===== src/rtl/irq_timer_pkg.sv =====
// Purpose: shared constants for irq_timer_sched (register map, CCTRL bit positions, arbiter states).
// Latency: n/a (declarations only).
// Backpressure: n/a.
package irq_timer_pkg;

  localparam logic [4:0] ADDR_PRESCALE = 5'd0;
  localparam logic [4:0] ADDR_GCTRL    = 5'd1;
  localparam int         ADDR_CH_BASE  = 2;

  // CCTRL bit positions
  localparam int CC_EN   = 0;
  localparam int CC_PER  = 1;
  localparam int CC_PEND = 2;
  localparam int CC_OVR  = 3;

  typedef enum logic {
    ST_IDLE    = 1'b0,
    ST_PRESENT = 1'b1
  } arb_state_t;

  // Channel c owns CMP at base+2c (off=0) and CCTRL at base+2c+1 (off=1).
  function automatic logic [4:0] ch_addr(input int c, input int off);
    return 5'(ADDR_CH_BASE + 2 * c + off);
  endfunction

endpackage


===== src/rtl/tick_div.sv =====
// Purpose: shared prescaler; one-cycle tick each time the count reaches divisor-1.
// Latency: first tick divisor cycles after enable/restart; tick is combinational from the count.
// Backpressure: none; ticks are never stalled.
// Ports: clk_in, RESET (sync, active-low), enable (global enable), restart (divisor being written),
//        divisor[CW] (0 = no ticks), tick (one-cycle pulse).
module tick_div #(
  parameter int CW = 32
) (
  input  logic          clk_in,
  input  logic          RESET,
  input  logic          enable,
  input  logic          restart,
  input  logic [CW-1:0] divisor,
  output logic          tick
);

  logic [CW-1:0] cnt;

  assign tick = RESET && enable && (divisor != '0) && (cnt == divisor - CW'(1));

  always_ff @(posedge clk_in) begin
    if (!RESET || !enable || restart || divisor == '0) begin
      cnt <= '0;
    end else if (tick) begin
      cnt <= '0;
    end else begin
      cnt <= cnt + CW'(1);
    end
  end

endmodule


===== src/rtl/irq_timer_sched.sv =====
// Purpose: NCH timer channels on a shared prescaler, expiries arbitrated round-robin onto one irq/ack.
// Latency: irq rises one cycle after a pending bit sets; at least one irq-low cycle between grants.
// Backpressure: irq is held until irq_ack; expiries meanwhile accumulate as pending/overrun bits.
// Ports: clk_in, RESET (sync, active-low), cfg_we/cfg_addr/cfg_wdata (register write),
//        cfg_rdata (combinational read), irq/irq_id (request, held), irq_ack (one-cycle acknowledge).
module irq_timer_sched
  import irq_timer_pkg::*;
#(
  parameter int NCH = 4,
  parameter int CW  = 32
) (
  input  logic        clk_in,
  input  logic        RESET,
  input  logic        cfg_we,
  input  logic [4:0]  cfg_addr,
  input  logic [31:0] cfg_wdata,
  output logic [31:0] cfg_rdata,
  output logic        irq,
  output logic [2:0]  irq_id,
  input  logic        irq_ack
);

  logic [CW-1:0]  prescale;
  logic           glb_en;
  logic           prescale_wr;
  logic           tick;
  logic [NCH-1:0] pend;
  logic [NCH-1:0] ack_clr;
  logic [31:0]    cmp_rd   [NCH];
  logic [31:0]    cctrl_rd [NCH];

  // ---------------- global registers ----------------
  assign prescale_wr = cfg_we && (cfg_addr == ADDR_PRESCALE);

  always_ff @(posedge clk_in) begin
    if (!RESET) begin
      prescale <= '0;
      glb_en   <= 1'b0;
    end else if (cfg_we) begin
      if (cfg_addr == ADDR_PRESCALE) prescale <= cfg_wdata[CW-1:0];
      if (cfg_addr == ADDR_GCTRL)    glb_en   <= cfg_wdata[0];
    end
  end

  tick_div #(.CW(CW)) u_tick_div (
    .clk_in  (clk_in),
    .RESET   (RESET),
    .enable  (glb_en),
    .restart (prescale_wr),
    .divisor (prescale),
    .tick    (tick)
  );

  // ---------------- channels ----------------
  for (genvar c = 0; c < NCH; c++) begin : g_ch
    localparam logic [4:0] A_CMP   = ch_addr(c, 0);
    localparam logic [4:0] A_CCTRL = ch_addr(c, 1);

    logic [CW-1:0] cmp_q, cnt_q;
    logic          en_q, per_q, pend_q, ovr_q;
    logic          wr_cmp, wr_cctrl, adv, hit, expire;

    assign wr_cmp   = cfg_we && (cfg_addr == A_CMP);
    assign wr_cctrl = cfg_we && (cfg_addr == A_CCTRL);
    assign adv      = tick && en_q && (cmp_q != '0);
    assign hit      = (cnt_q == cmp_q - CW'(1));
    // A register write to this channel swallows its tick update, expiry included.
    assign expire   = adv && hit && !wr_cmp && !wr_cctrl;

    always_ff @(posedge clk_in) begin
      if (!RESET) begin
        cmp_q  <= '0;
        cnt_q  <= '0;
        en_q   <= 1'b0;
        per_q  <= 1'b0;
        pend_q <= 1'b0;
        ovr_q  <= 1'b0;
      end else begin
        if (wr_cmp) begin
          cmp_q <= cfg_wdata[CW-1:0];
          cnt_q <= '0;
        end else if (wr_cctrl) begin
          en_q  <= cfg_wdata[CC_EN];
          per_q <= cfg_wdata[CC_PER];
          if (cfg_wdata[CC_OVR])            ovr_q <= 1'b0;
          if (!en_q && cfg_wdata[CC_EN])    cnt_q <= '0;
        end else if (adv) begin
          if (hit) begin
            cnt_q <= '0;
            // An expiry landing on the ack of the same channel is not an overrun.
            if (pend_q && !ack_clr[c]) ovr_q <= 1'b1;
            if (!per_q)                en_q  <= 1'b0;
          end else begin
            cnt_q <= cnt_q + CW'(1);
          end
        end
        // Set beats clear when expiry and ack coincide.
        if (expire)          pend_q <= 1'b1;
        else if (ack_clr[c]) pend_q <= 1'b0;
      end
    end

    assign pend[c]     = pend_q;
    assign cmp_rd[c]   = 32'(cmp_q);
    // Bit order follows CC_EN/CC_PER/CC_PEND/CC_OVR = 0..3.
    assign cctrl_rd[c] = {28'b0, ovr_q, pend_q, per_q, en_q};
  end

  // ---------------- register read ----------------
  always_comb begin
    cfg_rdata = '0;
    if (cfg_addr == ADDR_PRESCALE) cfg_rdata = 32'(prescale);
    if (cfg_addr == ADDR_GCTRL)    cfg_rdata = {31'b0, glb_en};
    for (int c = 0; c < NCH; c++) begin
      if (cfg_addr == ch_addr(c, 0)) cfg_rdata = cmp_rd[c];
      if (cfg_addr == ch_addr(c, 1)) cfg_rdata = cctrl_rd[c];
    end
  end

  // ---------------- round-robin arbiter ----------------
  arb_state_t state, state_nxt;
  logic       irq_nxt;
  logic [2:0] id_nxt, last_grant, lg_nxt, pick;
  logic       found;
  int         idx;

  always_comb begin
    state_nxt = state;
    irq_nxt   = irq;
    id_nxt    = irq_id;
    lg_nxt    = last_grant;
    ack_clr   = '0;
    found     = 1'b0;
    pick      = '0;
    idx       = 0;
    case (state)
      ST_IDLE: begin
        // Search starts just after the last granted channel, wrapping at NCH.
        for (int i = 1; i <= NCH; i++) begin
          idx = int'(last_grant) + i;
          if (idx >= NCH) idx = idx - NCH;
          for (int c = 0; c < NCH; c++) begin
            if (!found && c == idx && pend[c]) begin
              found = 1'b1;
              pick  = 3'(c);
            end
          end
        end
        if (found) begin
          irq_nxt   = 1'b1;
          id_nxt    = pick;
          state_nxt = ST_PRESENT;
        end
      end
      ST_PRESENT: begin
        if (irq_ack) begin
          for (int c = 0; c < NCH; c++) begin
            if (irq_id == 3'(c)) ack_clr[c] = 1'b1;
          end
          lg_nxt    = irq_id;
          irq_nxt   = 1'b0;
          state_nxt = ST_IDLE;
        end
      end
      default: state_nxt = ST_IDLE;
    endcase
  end

  always_ff @(posedge clk_in) begin
    if (!RESET) begin
      state      <= ST_IDLE;
      irq        <= 1'b0;
      irq_id     <= '0;
      last_grant <= 3'(NCH - 1);
    end else begin
      state      <= state_nxt;
      irq        <= irq_nxt;
      irq_id     <= id_nxt;
      last_grant <= lg_nxt;
    end
  end

endmodule


===== config.mk =====
export PLATFORM = sky130hd
export DESIGN_NAME = irq_timer_sched
export DESIGN_NICKNAME = d
export VERILOG_FILES = /design/src/rtl/irq_timer_pkg.sv /design/src/rtl/tick_div.sv /design/src/rtl/irq_timer_sched.sv
export SDC_FILE = /design/constraint.sdc
export NUM_CORES = 1
export LEC_CHECK = 0
export ABC_CLOCK_PERIOD_IN_PS = 4300
export CORE_MARGIN = 2
export CORE_UTILIZATION = 35
export DETAILED_ROUTE_END_ITERATION = 10
export GPL_ROUTABILITY_DRIVEN = 0
export PLACE_DENSITY = 0.61
export RECOVER_POWER = 50
export SYNTH_ARGS = -nofsm -noshare
export SYNTH_HDL_FRONTEND = slang
export SYNTH_SLANG_ARGS = --single-unit

===== constraint.sdc =====
create_clock -name clk_in -period 4.3 [get_ports clk_in]
set_clock_uncertainty 0.2 [all_clocks]
set_input_delay 0.86 -clock clk_in [delete_from_list [all_inputs] [get_ports clk_in]]
set_output_delay 0.86 -clock clk_in [all_outputs]
set_load 0.1 [all_outputs]

* Yosys cells after proc, flatten, opt, wreduce, memory -nomap -nowiden
Index checks and enable logic that the tools add are counted.
Widths: inputs -> output; s select.
** Storage, ports and cells
- Register bits after elaboration :: 345
- Bits in latches :: 0
- RAM bits :: 0
- Memory bits (read-only) :: 0
- Output and inout port bits :: 36
- Logic and storage cells :: 397
- Memories :: 0
** Cells by class
- $add $sub $neg :: 18
- Multipliers :: 0
- Div/mod/pow operators :: 0
- $lt $le $gt $ge :: 4
- Equal/unequal tests :: 43
- Shifts and indexed selects :: 0
- Muxes and demuxes :: 134
- Bitwise operators :: 6
- Reduce and logical (&&, ||, !) cells :: 161
** Operator list (number)
- $mux 32 :: 34
- $eq 3x32->1 const A :: 8
- $add 32x1->32 const B :: 5
- $eq 32x32->1 :: 5
- $logic_not 32->1 :: 5
- $reduce_bool 32->1 :: 5
- $sub 32x1->32 const B :: 5
- $eq 2x32->1 const A :: 4
- $mux 1 :: 82
- $logic_and 1x1->1 :: 71
- $mux 3 :: 14
- $logic_not 1->1 :: 33
- $reduce_bool 2->1 :: 16
- $reduce_and 2->1 :: 13
- $eq 5x3->1 const B :: 4
- $reduce_and 5->1 :: 4
- $sub 4x3->5 const B :: 4
- $ge 4x3->1 const B :: 4
- $ne 2x1->1 const B :: 8
- $reduce_and 4->1 :: 4
- $ne 2x2->1 const B :: 6
- $eq 5x2->1 const B :: 2
- $eq 5x4->1 const B :: 2
- $reduce_or 2->1 :: 5
- 12 further kinds :: 23

* Logic depth before layout (Yosys ltp)
- Word-level depth :: 85
- Depth in mapped cells :: 15

* By module
A second synthesis with hierarchy kept.
** Unflattened totals
- Cell total of the unflattened synthesis :: 2808
- Area, all modules :: 21587.0 um^2
** Modules (own cells, without submodules)
- irq_timer_sched :: times used 1, cells each 2478, area each 18853.1 um^2, sequential area each 6226.0 um^2
- tick_div :: times used 1, cells each 330, area each 2733.9 um^2, sequential area each 640.6 um^2

* Worst setup path after synthesis
OpenSTA, ideal clock, no wires.
- Kind :: input -> output
- Start :: input cfg_addr[1]
- End :: output cfg_rdata[1]
- Data arrival time :: 3.844 ns
- Data required time :: 3.240 ns
- Path slack :: -0.604 ns
- Stages on the path :: 5
- Path buffers :: 2
- Cells stage by stage :: clkbuf_1 -> clkbuf_1 -> mux4_2 -> a21oi_1 -> o21ai_0
** On the way
- Cells in the longest elaborated chain, start to end :: 11
- Elaborated cells on any way between the ends :: 20
** RTL lines
- start: declaration :: line irq_timer_sched.sv:15 : input logic [4:0] cfg_addr,
- $logic_not 5->1 :: line irq_timer_sched.sv:112 : if (cfg_addr == ADDR_PRESCALE) cfg_rdata = 32'(prescale);
- $mux 32 :: line irq_timer_sched.sv:112
- $mux 32 :: line irq_timer_sched.sv:113 : if (cfg_addr == ADDR_GCTRL) cfg_rdata = {31'b0, glb_en};
- $mux 32 :: line irq_timer_sched.sv:115 : if (cfg_addr == ch_addr(c, 0)) cfg_rdata = cmp_rd[c];
- $mux 32 :: line irq_timer_sched.sv:116 : if (cfg_addr == ch_addr(c, 1)) cfg_rdata = cctrl_rd[c];
- $mux 32 :: line irq_timer_sched.sv:115
- $mux 32 :: line irq_timer_sched.sv:116
- $mux 32 :: line irq_timer_sched.sv:115
- $mux 32 :: line irq_timer_sched.sv:116
- $mux 32 :: line irq_timer_sched.sv:115
- $mux 32 * :: line irq_timer_sched.sv:116
- end: declaration :: line irq_timer_sched.sv:17 : output logic [31:0] cfg_rdata,
Mark *: on every way between the ends. The rest lies on a longest branch, timed or not.

* Worst setup path after layout
- Start :: input cfg_addr[2]
- End :: output cfg_rdata[20]
Same word-level chain as after synthesis.

==> reports/metrics.csv <==
stage;metric;value;unit
synthesis;syn_avg_cell_area;7.45;um2
global_route;track_usage;0.248;
floorplanning;die_area;0.0634;mm2
finish;fillers;6097;
sta;min_period;4.27;ns
floorplanning;chipWidth;252;um
setup_path;start_kind;input pin;
status;violations;max-capacitance violations, max-slew violations;
min_path;hold_class;flop to flop;
global_route;grt_max_degree;115;
pwr;p_total;7370;uW
clock_network;worstSkewPairLatency;0.58;ns
route;first_pass_iters;7;
setup_path;cp-end-kind;output pin;
route;wl_per_cell;21.5;um
floorplanning;coreArea;0.0605;mm2
place;dpl.hpwl;60500;um
status;outcome;complete, but fails checks;
clock_network;cts_tree;yes;
synthesis;synth_cell_types;84;
synthesis;seq_area_frac_synth;0.320;
finish;drive_gt1_frac;0.0993;
finish;finalNetCount;2988;
finish;areaGrowthSynthToFinish;18.3;%
route;vias;22447;
floorplanning;dieHeight;252;um
clock_network;cts_buffer_depth;3;
pwr;pwr_density_cell;290;mW/mm2
synthesis;synthFlopType;dfxtp_1;
synthesis;syn_area;0.0215;mm2
route;drt-total-wl;80400;um
synthesis;synth-edff-count;0;
synthesis;ys_ff_latch;343;
floorplanning;start_util;0.355;
floorplanning;boundaryPins;77;
global_route;antenna_found_initial;0;
global_route;grt.overflow.total;0;
job;cap_violations;1;
setup_path;required;3.24;ns
route;drt-initial-drc-count;2970;
sta;slew_headroom;-0.235;
synthesis;syn_nets;2939;
sta;period_share;0.993;
global_route;grt_pass1_vias;19678;
pwr;leakage;0.00894;uW
route;drc;0;
floorplanning;std_cell_rows;90;
sta;hold_viol_final;0;
sta;tightest_slew;1.85;ns
clock_network;cts_buffers;40;
finish;finalInstanceArea;0.0254;mm2
sta;rsz0062_at_grt;no;
clock_network;cts_root_buf;clkbuf_16;
place;placed_area;0.0240;mm2
clock_network;path_clk_slew;0.05;ns
pwr;peakVddDrop;0.208;mV
synthesis;ys_warn_count;0;
clock_network;cts_max_level;2;
global_route;grt_pass1_wl;123000;um
setup_path;critPathMaxFanout;21;
setup_path;critPathKind;input pin to output pin;
synthesis;async_flop_share;0;
sta;report.final.slew_viol_count;36;
synthesis;postSynthCellCount;2883;
clock_network;ctsHoldBuffers;0;
sta;max_freq;234;MHz
clock_network;clock_sinks;343;
setup_path;worstPathArrival;3.21;ns
place;port_buffers;75;
sta;finalSetupViolations;0;
route;vias_per_cell;6.00;
route;drtAntennaViolNets;0;
[logic make-up after synthesis]
logic type	count (synthesis)	share of synthesized area
AND/OR/NAND/NOR	1291	0.308
AO/OA/AOI/OAI	695	0.197
buffers and inverters	260	0.0471
other	1	0.000175
multiplexers	40	0.0208
adder cells (fa/ha/maj)	15	0.00874
XOR/XNOR	238	0.0978
flip-flops	343	0.320
[cells in the mapped netlist, types with 76 or more instances]
library cell  count  area (um2)
or3_1           101         632
nand3_1          96         480
a21oi_1         330        1650
dfxtp_1         343        6870
nand4_1          76         475
nor2_1          159         597
xnor2_1         129        1130
clkbuf_1        186         698
o21ai_0         125         626
xor2_1          108         946
nand2_1         465        1750
[area by class of cell]
cell class              count  area [um2]  area share
multi-input cells        2280       13700       0.541
flip-flops and latches    343        6870       0.270
repair buffers            222        2290      0.0901
clock buffers              58        1230      0.0484
well taps                 782         978      0.0385
inverters                  45         174     0.00685
clock inverters            12         120     0.00473
diodes                      2        5.00    0.000197
[layout by cell type, fill, tap and decap left out, drive strengths merged, types with 19 or more instances in the layout]
cell type	netlist	layout
and4	19	19
clkbuf	187	68
mux2i	30	30
inv	45	45
a222oi	27	27
nand3	96	96
clkdlybuf4s50	0	38
o31ai	52	52
nor2b	20	20
xor2	108	108
a21oi	331	331
or3	101	101
xnor2	129	129
and3	43	43
nor2	159	159
nor3	69	69
a22oi	30	30
or4	69	69
nand4	76	76
nand2	465	465
nor4	64	64
o21ai	125	125
buf	28	169
dfxtp	343	343
[final timing paths]
| check | from | cells past startpoint | end | slack [ns] |
|---|---|---|---|---|
| hold reg to reg | g_ch[2].per_q | 2 | g_ch[2].per_q | 0.28 |
| setup / recovery | cfg_addr[2] | 7 | cfg_rdata[20] | 0.03 |
| setup reg to reg | prescale[11] | 10 | g_ch[3].cnt_q[18] | 0.20 |
| hold / removal | g_ch[2].per_q | 2 | g_ch[2].per_q | 0.28 |
[report_power, final]
group,leakage (uW),internal (uW),switching [uW]
logic,0.00552,227,378
registers,0.00276,3190,24.5
clock network,0.000662,2100,1450
[critical path, stage by stage]
cell             delay, ns
clkdlybuf4s50_1       0.73
nor4bb_4              0.09
buf_4                 0.18
buf_4                 0.23
a222oi_1              0.58
nand2_1               0.27
buf_12                0.25
[flip-flops by register name (all words and copies together) (netlist names)]
name	cells
g_ch.en_q	4
last_grant	2
g_ch.pend_q	4
irq_id	2
g_ch.cmp_q	128
state	1
g_ch.cnt_q	128
g_ch.per_q	4
g_ch.ovr_q	4
irq	1
glb_en	1
prescale	32
u_tick_div.cnt	32
[through the flow]
step / util / hold WS, ns / setup TNS (ns) / setup WS (ns) / instances
after floorplan: - / 0.246 / 0 / 0.151 / 2883
after global placement: 0.397 / 0.267 / -0.00441 / -0.00441 / 3670
after detailed placement: 0.397 / 0.267 / 0 / 0.0324 / 3670
after CTS: 0.420 / 0.275 / 0 / 0.00620 / 3740
after global routing: 0.420 / 0.297 / 0 / 0.0153 / 3742
final: 0.420 / 0.278 / 0 / 0.0301 / 3744
[per-layer routing]
metal	up-vias	GRT usage	part of all wire	wire [um]
li1	10613	-	-	-
met1	10656	0.376	0.46	37000
met2	1066	0.353	0.41	32900
met3	112	0.0484	0.11	8830
met4	0	0.0670	0.022	1760
met5	-	0	0	0
[repair_timing]
action                                  CTS  global route
endpoints found under the hold margin     0             0
gates resized for setup                   0            10
endpoints found under the setup margin    0            76
setup buffers                             0             2
(Power assumes the default switching activity.)
